**config.mk**
```make
export PLATFORM = sky130hd
export DESIGN_NAME = wb_copy_dma
export DESIGN_NICKNAME = d
export VERILOG_FILES = /design/src/rtl/wb_copy_dma.sv
export SDC_FILE = /design/constraint.sdc
export NUM_CORES = 1
export LEC_CHECK = 0
export ABC_AREA = 1
export BUFFER_PORTS_ARGS = -buffer_cell sky130_fd_sc_hd__buf_2
export CORE_UTILIZATION = 40
export CTS_CLUSTER_SIZE = 28
export DETAILED_ROUTE_END_ITERATION = 12
export PLACE_DENSITY = 0.62
export SLEW_MARGIN = 20
export SYNTH_ARGS = -nofsm -noshare
export SYNTH_HDL_FRONTEND = slang
export SYNTH_SLANG_ARGS = --single-unit
```
**constraint.sdc**
```tcl
create_clock -name clk_i -period 6.56 [get_ports clk_i]
set_input_delay 0.328 -clock clk_i [delete_from_list [all_inputs] [get_ports clk_i]]
set_output_delay 0.328 -clock clk_i [all_outputs]
set_load 0.005 [all_outputs]
```
**src/rtl/wb_copy_dma.sv**
```systemverilog
// rtl/wb_copy_dma.sv - Wishbone pipelined single-beat memory-to-memory word copy master
//
// Copies len_i 32-bit words from src_i to dst_i, one read then one write per word,
// at ascending addresses. Each beat is a single pipelined request: stb is held only
// until the slave accepts it (stall low) and is never held into the ack cycle.
//
// Ports
//   clk_i, rst_i        clock, asynchronous active-high reset
//   start_i             launch a copy (sampled only while idle)
//   src_i, dst_i        byte addresses, bits [1:0] ignored
//   len_i               number of words to copy
//   busy_o              copy in progress (through the done cycle)
//   done_o, err_o       one-cycle completion pulse; err_o marks a watchdog abort
//   count_o             words still to copy
//   wb_cyc_o..wb_dat_o  bus master outputs (cyc, stb, we, sel, adr, write data)
//   wb_ack_i, wb_stall_i, wb_dat_i  bus slave responses
module wb_copy_dma #(
    parameter int LWIDTH  = 16,
    parameter int TIMEOUT = 255
) (
    input  logic              clk_i,
    input  logic              rst_i,
    input  logic              start_i,
    input  logic [31:0]       src_i,
    input  logic [31:0]       dst_i,
    input  logic [LWIDTH-1:0] len_i,
    output logic              busy_o,
    output logic              done_o,
    output logic              err_o,
    output logic [LWIDTH-1:0] count_o,
    output logic              wb_cyc_o,
    output logic              wb_stb_o,
    output logic              wb_we_o,
    output logic [3:0]        wb_sel_o,
    output logic [31:0]       wb_adr_o,
    output logic [31:0]       wb_dat_o,
    input  logic              wb_ack_i,
    input  logic              wb_stall_i,
    input  logic [31:0]       wb_dat_i
);

    typedef enum logic [2:0] {
        S_IDLE, S_RD_REQ, S_RD_WAIT, S_WR_REQ, S_WR_WAIT, S_DONE
    } state_t;

    localparam logic [15:0] WD_LAST = 16'(TIMEOUT - 1);

    state_t            r_state;
    logic [31:0]       r_src;
    logic [31:0]       r_dst;
    logic [31:0]       r_data;
    logic [LWIDTH-1:0] r_count;
    logic [15:0]       r_wd;
    logic              r_cyc;
    logic              r_stb;
    logic              r_we;
    logic [3:0]        r_sel;
    logic [31:0]       r_adr;
    logic              r_busy;
    logic              r_done;
    logic              r_err;

    logic              w_in_req;
    logic              w_in_wait;
    logic              w_accept;
    logic              w_beat_ack;
    logic              w_is_wr;
    logic              w_wd_expire;
    logic [LWIDTH-1:0] w_count_dec;
    logic [31:0]       w_src_next;
    logic [31:0]       w_dst_next;
    logic              w_unused;

    assign w_in_req    = (r_state == S_RD_REQ) || (r_state == S_WR_REQ);
    assign w_in_wait   = (r_state == S_RD_WAIT) || (r_state == S_WR_WAIT);
    assign w_accept    = w_in_req && !wb_stall_i;
    // An ack belongs to the current beat either in the wait state or in the
    // very cycle the request is accepted (zero-latency slave).
    assign w_beat_ack  = wb_ack_i && (w_accept || w_in_wait);
    assign w_is_wr     = (r_state == S_WR_REQ) || (r_state == S_WR_WAIT);
    assign w_wd_expire = (TIMEOUT != 0) && (r_wd == WD_LAST);
    assign w_count_dec = r_count - LWIDTH'(1);
    assign w_src_next  = r_src + 32'd4;
    assign w_dst_next  = r_dst + 32'd4;
    assign w_unused    = ^{src_i[1:0], dst_i[1:0]};

    always_ff @(posedge clk_i or posedge rst_i) begin
        if (rst_i) begin
            r_state <= S_IDLE;
            r_src   <= '0;
            r_dst   <= '0;
            r_data  <= '0;
            r_count <= '0;
            r_wd    <= '0;
            r_cyc   <= 1'b0;
            r_stb   <= 1'b0;
            r_we    <= 1'b0;
            r_sel   <= '0;
            r_adr   <= '0;
            r_busy  <= 1'b0;
            r_done  <= 1'b0;
            r_err   <= 1'b0;
        end else begin
            r_done <= 1'b0;
            r_err  <= 1'b0;
            case (r_state)
                S_IDLE: begin
                    if (start_i) begin
                        r_busy  <= 1'b1;
                        r_count <= len_i;
                        r_wd    <= '0;
                        if (len_i != '0) begin
                            r_state <= S_RD_REQ;
                            r_src   <= {src_i[31:2], 2'b00};
                            r_dst   <= {dst_i[31:2], 2'b00};
                            r_cyc   <= 1'b1;
                            r_stb   <= 1'b1;
                            r_we    <= 1'b0;
                            r_sel   <= 4'b1111;
                            r_adr   <= {src_i[31:2], 2'b00};
                        end else begin
                            r_state <= S_DONE;
                            r_done  <= 1'b1;
                        end
                    end
                end
                S_DONE: begin
                    r_state <= S_IDLE;
                    r_busy  <= 1'b0;
                end
                default: begin
                    if (w_beat_ack && w_is_wr) begin
                        // Word finished: advance pointers, then next read or finish.
                        r_wd    <= '0;
                        r_src   <= w_src_next;
                        r_dst   <= w_dst_next;
                        r_count <= w_count_dec;
                        if (w_count_dec == '0) begin
                            r_state <= S_DONE;
                            r_done  <= 1'b1;
                            r_cyc   <= 1'b0;
                            r_stb   <= 1'b0;
                            r_we    <= 1'b0;
                            r_sel   <= '0;
                        end else begin
                            r_state <= S_RD_REQ;
                            r_stb   <= 1'b1;
                            r_we    <= 1'b0;
                            r_adr   <= w_src_next;
                        end
                    end else if (w_beat_ack) begin
                        r_wd    <= '0;
                        r_data  <= wb_dat_i;
                        r_state <= S_WR_REQ;
                        r_stb   <= 1'b1;
                        r_we    <= 1'b1;
                        r_adr   <= r_dst;
                    end else if (w_accept) begin
                        r_wd    <= '0;
                        r_stb   <= 1'b0;
                        r_state <= (r_state == S_RD_REQ) ? S_RD_WAIT : S_WR_WAIT;
                    end else if (w_wd_expire) begin
                        // Abort: the in-flight word is not counted as copied.
                        r_wd    <= '0;
                        r_state <= S_DONE;
                        r_done  <= 1'b1;
                        r_err   <= 1'b1;
                        r_cyc   <= 1'b0;
                        r_stb   <= 1'b0;
                        r_we    <= 1'b0;
                        r_sel   <= '0;
                    end else if (TIMEOUT != 0) begin
                        r_wd <= r_wd + 16'd1;
                    end
                end
            endcase
        end
    end

    assign busy_o   = r_busy;
    assign done_o   = r_done;
    assign err_o    = r_err;
    assign count_o  = r_count;
    assign wb_cyc_o = r_cyc;
    assign wb_stb_o = r_stb;
    assign wb_we_o  = r_we;
    assign wb_sel_o = r_sel;
    assign wb_adr_o = r_adr;
    assign wb_dat_o = r_data;

endmodule

```
==> summary.md <==
| Metric | Value |
|---|---|
| Run status | complete, no violations |
| Crit-path slowest cell | buf_4 |
| DRT iter0 DRCs | between 700 and 800 |
| Worst endpoint required time | a little under 7 ns |
| Cts hold-fix bufs | 0 |
| Area contributors post-synth | dfrtp_1 41%, nand2_1 16%, nor2_1 5.3%, nand3_1 4.3%, inv_1 4.3% |
| Worst-path clk slew | approximately 0.070 ns |
| ANT nets after route | 0 |
| Multi-input logic area | roughly 0.0051 mm² |
| WP buf/inv | 6 |
| Critical path class | reg -> reg |
| Final clock skew | about 0.016 ns |
| Post-synthesis cell count | between 1000 and 1500 |
| Pin count of the biggest net entering global routing | approximately 110 |
| DR vias/cell | approximately 5.2 |
| IO Count | around 210 |
| Design area | roughly 0.012 mm² |
| Synth warn | 0 |
| Number of synthesized flops with an enable pin | 0 |
| HPWL after detailed placement | 23.3 mm |
| Storage cell area | approximately 0.0041 mm² |
| CP Max Fanout | between 80 and 90 |
| Clk_lat worst skew | 0.44 ns |
| Gr usage total | about a quarter |
| Worst IR drop on VDD | 0.216 mV |
| Net Sw Frac | 47.4% |
| GRT Residual Overflow | 0 |
| Share of cells above drive strength 1 | between 10% and 20% |
| Post-Syn Area | ~0.01 mm² |
| Share of the synthesized area in the top cell type | about two fifths |
| Worst Hold Class | in -> async |
| Yosys top cell by area | dfrtp_1 |
| Clock group share of total power | 18.1% |
| Die area | roughly 0.026 mm² |
| Max-cap viol count | 0 |
| Die width | about 160 µm |
| Final setup vio count | 0 |
| Flop-to-flop setup slack | between 2 and 3 ns |
| Nets | between 1500 and 2000 |
| Asr flop ratio synth | 100% |
| CTS Buf Count | 17 |
| Routed WL per cell | around 17 µm |
| CTS resizes | 0 |
| Initial antenna violation count | 1 |
| Longest Clk Path Bufs | 2 |
| Met3 Track Usage GR | between 4 and 5% |
| Number of global-route vias before repair | between 9000 and 10000 |
| Netlist cell types | 48 |
| RePlAce Congestion | around 0.93 |
| Critical path capture point type | flop |
| Combinational power share | ~50% |
| Sw power | 2610 µW |
| H-tree Lvls | 4 |
| First-pass GRT wire length | a little under 50 mm |
| Post-synthesis net count | 1492 |
| Delay of the slowest critical-path stage | approximately 0.74 ns |
| #FFs+latches synth | about 160 |
| Initial core utilization | 40.9% |
| Inst Count DP | roughly 1800 |
| Ys flop type | dfrtp_1 |
| Static Leak | approximately 0.0058 µW |
| CTS tree | yes |
| # port buffers | a little over 200 |
| Fin cells | ~1900 |
| Hold_ws | around 0.044 ns |
| Avg Cell Area, Syn | 7.29 µm² |
| PnR Total Power | roughly 5500 µW |
| DRC viols | 0 |
| Number of detailed-route iterations in the first pass | 8 |
| Final hold vios | 0 |
| DP Area | 0.0112 mm² |
| Post-synthesis sequential area ratio | between 40 and 50% |
| Filler Cell Count | 2498 |
| GR Layer Usage met1 | a little over a third |
| Int Pwr | around 2900 µW |
| Post-CTS Repair Setup Buffers | 0 |
| Cell chain of the critical path | inv_2 > nand2_2 > nor2_8 > buf_4 > inv_2 > buf_4 > nand2_4 > inv_2 > nor2_8 > buf_4 > o21ai_0 > o21ai_1 |
| CTS Root Cell | clkbuf_16 |
| Slew Limit Fails | 0 |
| Die Y | roughly 160 µm |
| Syn-to-layout area delta | 17.6% |
| Num rows | 57 |
| FMAX | between 0.2 and 0.3 GHz |
| Final Cycle Share | roughly three fifths |
| Fin crit period | 3.88 ns |
| Worst-Margin Slew | about 0.97 ns |
| Via count | about 9900 |
| Arr. time, crit path | ~4.2 ns |
| Crit path max-delay family | buffers and inverters |
| GR peak layer | met2 |
| Slew Limit Headroom | between 30% and 40% |
| Flop pwr share | between 30% and 40% |
| Core area | 0.0244 mm² |
| Power density cells | between 400 and 500 mW/mm² |
| Setup TNS | 0 ns |
| Final wirelength | about 31 mm |
| Met2 Use GR | 37.9% |
| Sink Count | 164 |
| Unrepaired setup endpoints after global routing | false |
| Worst Setup Start Kind | flop |
==> placed cells by master, fill, tap and decap left out, drive strengths merged, types with 2 or more instances in the layout <==
cell / n
nand2: 426
dfrtp: 164
nor2: 147
o21ai: 105
o211ai: 22
o21a: 3
nor4: 4
nor3b: 2
xor2: 26
clkinvlp: 2
a21boi: 4
a21oi: 36
nand3: 88
o31ai: 2
nand4: 49
o22ai: 16
nand3b: 7
buf: 210
mux2: 32
nor3: 21
ha: 6
clkinv: 3
xnor2: 6
a22oi: 4
clkbuf: 17
a2bb2oi: 5
or2: 3
inv: 136
==> cells by family after synthesis <==
group           share of synthesized area, %
simple gates                            32.2
mux                                     3.71
compound gates                          11.6
flops                                   41.1
buf+inv                                 7.81
fa+ha+maj                              0.752
xor+xnor                                2.88
==> metal layers <==
| layer | part of all wire, % | routed length (µm) |
|---|---|---|
| met1 | 47 | 14600 |
| met2 | 45 | 14000 |
| met3 | 5.9 | 1840 |
| met4 | 2.0 | 619 |
| met5 | 0 | 0 |
==> flip-flops by register name, summed over array words and instances, names as in the netlist <==
| signal | flops |
|---|---|
| count_o | 16 |
| wb_adr_o | 31 |
| r_state | 3 |
| done_o | 1 |
| err_o | 1 |
| busy_o | 1 |
| r_src | 30 |
| wb_we_o | 1 |
| r_dst | 30 |
| wb_stb_o | 1 |
| wb_sel_o | 1 |
| r_wd | 16 |
| wb_dat_o | 32 |
==> worst paths after layout <==
kind                               from      endpoint  depth (start not counted)
min                               rst_i  wb_dat_o[31]                          2
max reg2reg                  r_state[0]     r_dst[12]                         12
max                          r_state[0]     r_dst[12]                         12
max in group asynchronous         rst_i     r_dst[27]                          3
min reg2reg                 wb_adr_o[2]   wb_adr_o[2]                          2
min in group clk_i         wb_dat_i[11]  wb_dat_o[11]                          2
==> synth_stat cells (2+ instances only) <==
| cell type | instances |
|---|---|
| nor2_1 | 140 |
| nor3_1 | 21 |
| a21boi_0 | 4 |
| o21a_1 | 3 |
| xnor2_1 | 6 |
| nand3b_1 | 7 |
| nand2_2 | 6 |
| nand4_1 | 49 |
| nor3b_1 | 2 |
| buf_1 | 2 |
| buf_6 | 5 |
| inv_1 | 114 |
| nor2_8 | 2 |
| nand3_2 | 2 |
| o21ai_0 | 83 |
| nor2_4 | 2 |
| o211ai_1 | 22 |
| o21ai_1 | 22 |
| mux2_2 | 32 |
| inv_2 | 11 |
| nand3_1 | 86 |
| buf_4 | 6 |
| buf_2 | 21 |
| a2bb2oi_1 | 5 |
| ha_1 | 6 |
| or2_2 | 3 |
| a22oi_1 | 4 |
| o22ai_1 | 15 |
| a21oi_1 | 36 |
| nor4_1 | 4 |
| xor2_1 | 25 |
| dfrtp_1 | 164 |
| clkbuf_1 | 24 |
| nand2_1 | 419 |
| nor2_2 | 3 |
==> through the flow <==
stage	util [%]	worst slack, ns
global placement	45.8	2.84
finish	48.1	2.68
floorplan	-	1.80
detailed placement	45.8	2.84
CTS	48.1	2.76
global route	48.1	2.48
==> power groups by stage <==
stage,clock (µW),sequential [µW],combinational [µW]
after global placement,0,1780,2680
after global routing,1070,1830,3060
final,999,1780,2730
after detailed placement,0,1790,2720
after floorplan,0,1730,1900
after CTS,1020,1780,2720
==> layout make-up <==
type,count,share of cell area [%]
inverters,126,4.11
clock inverters,15,1.29
well taps,324,3.45
multi-input cells,1021,43.4
diodes,1,0.0213
flip-flops and latches,164,34.9
clock buffers,17,3.62
repair buffers,210,9.12
(Power assumes the default switching activity.)
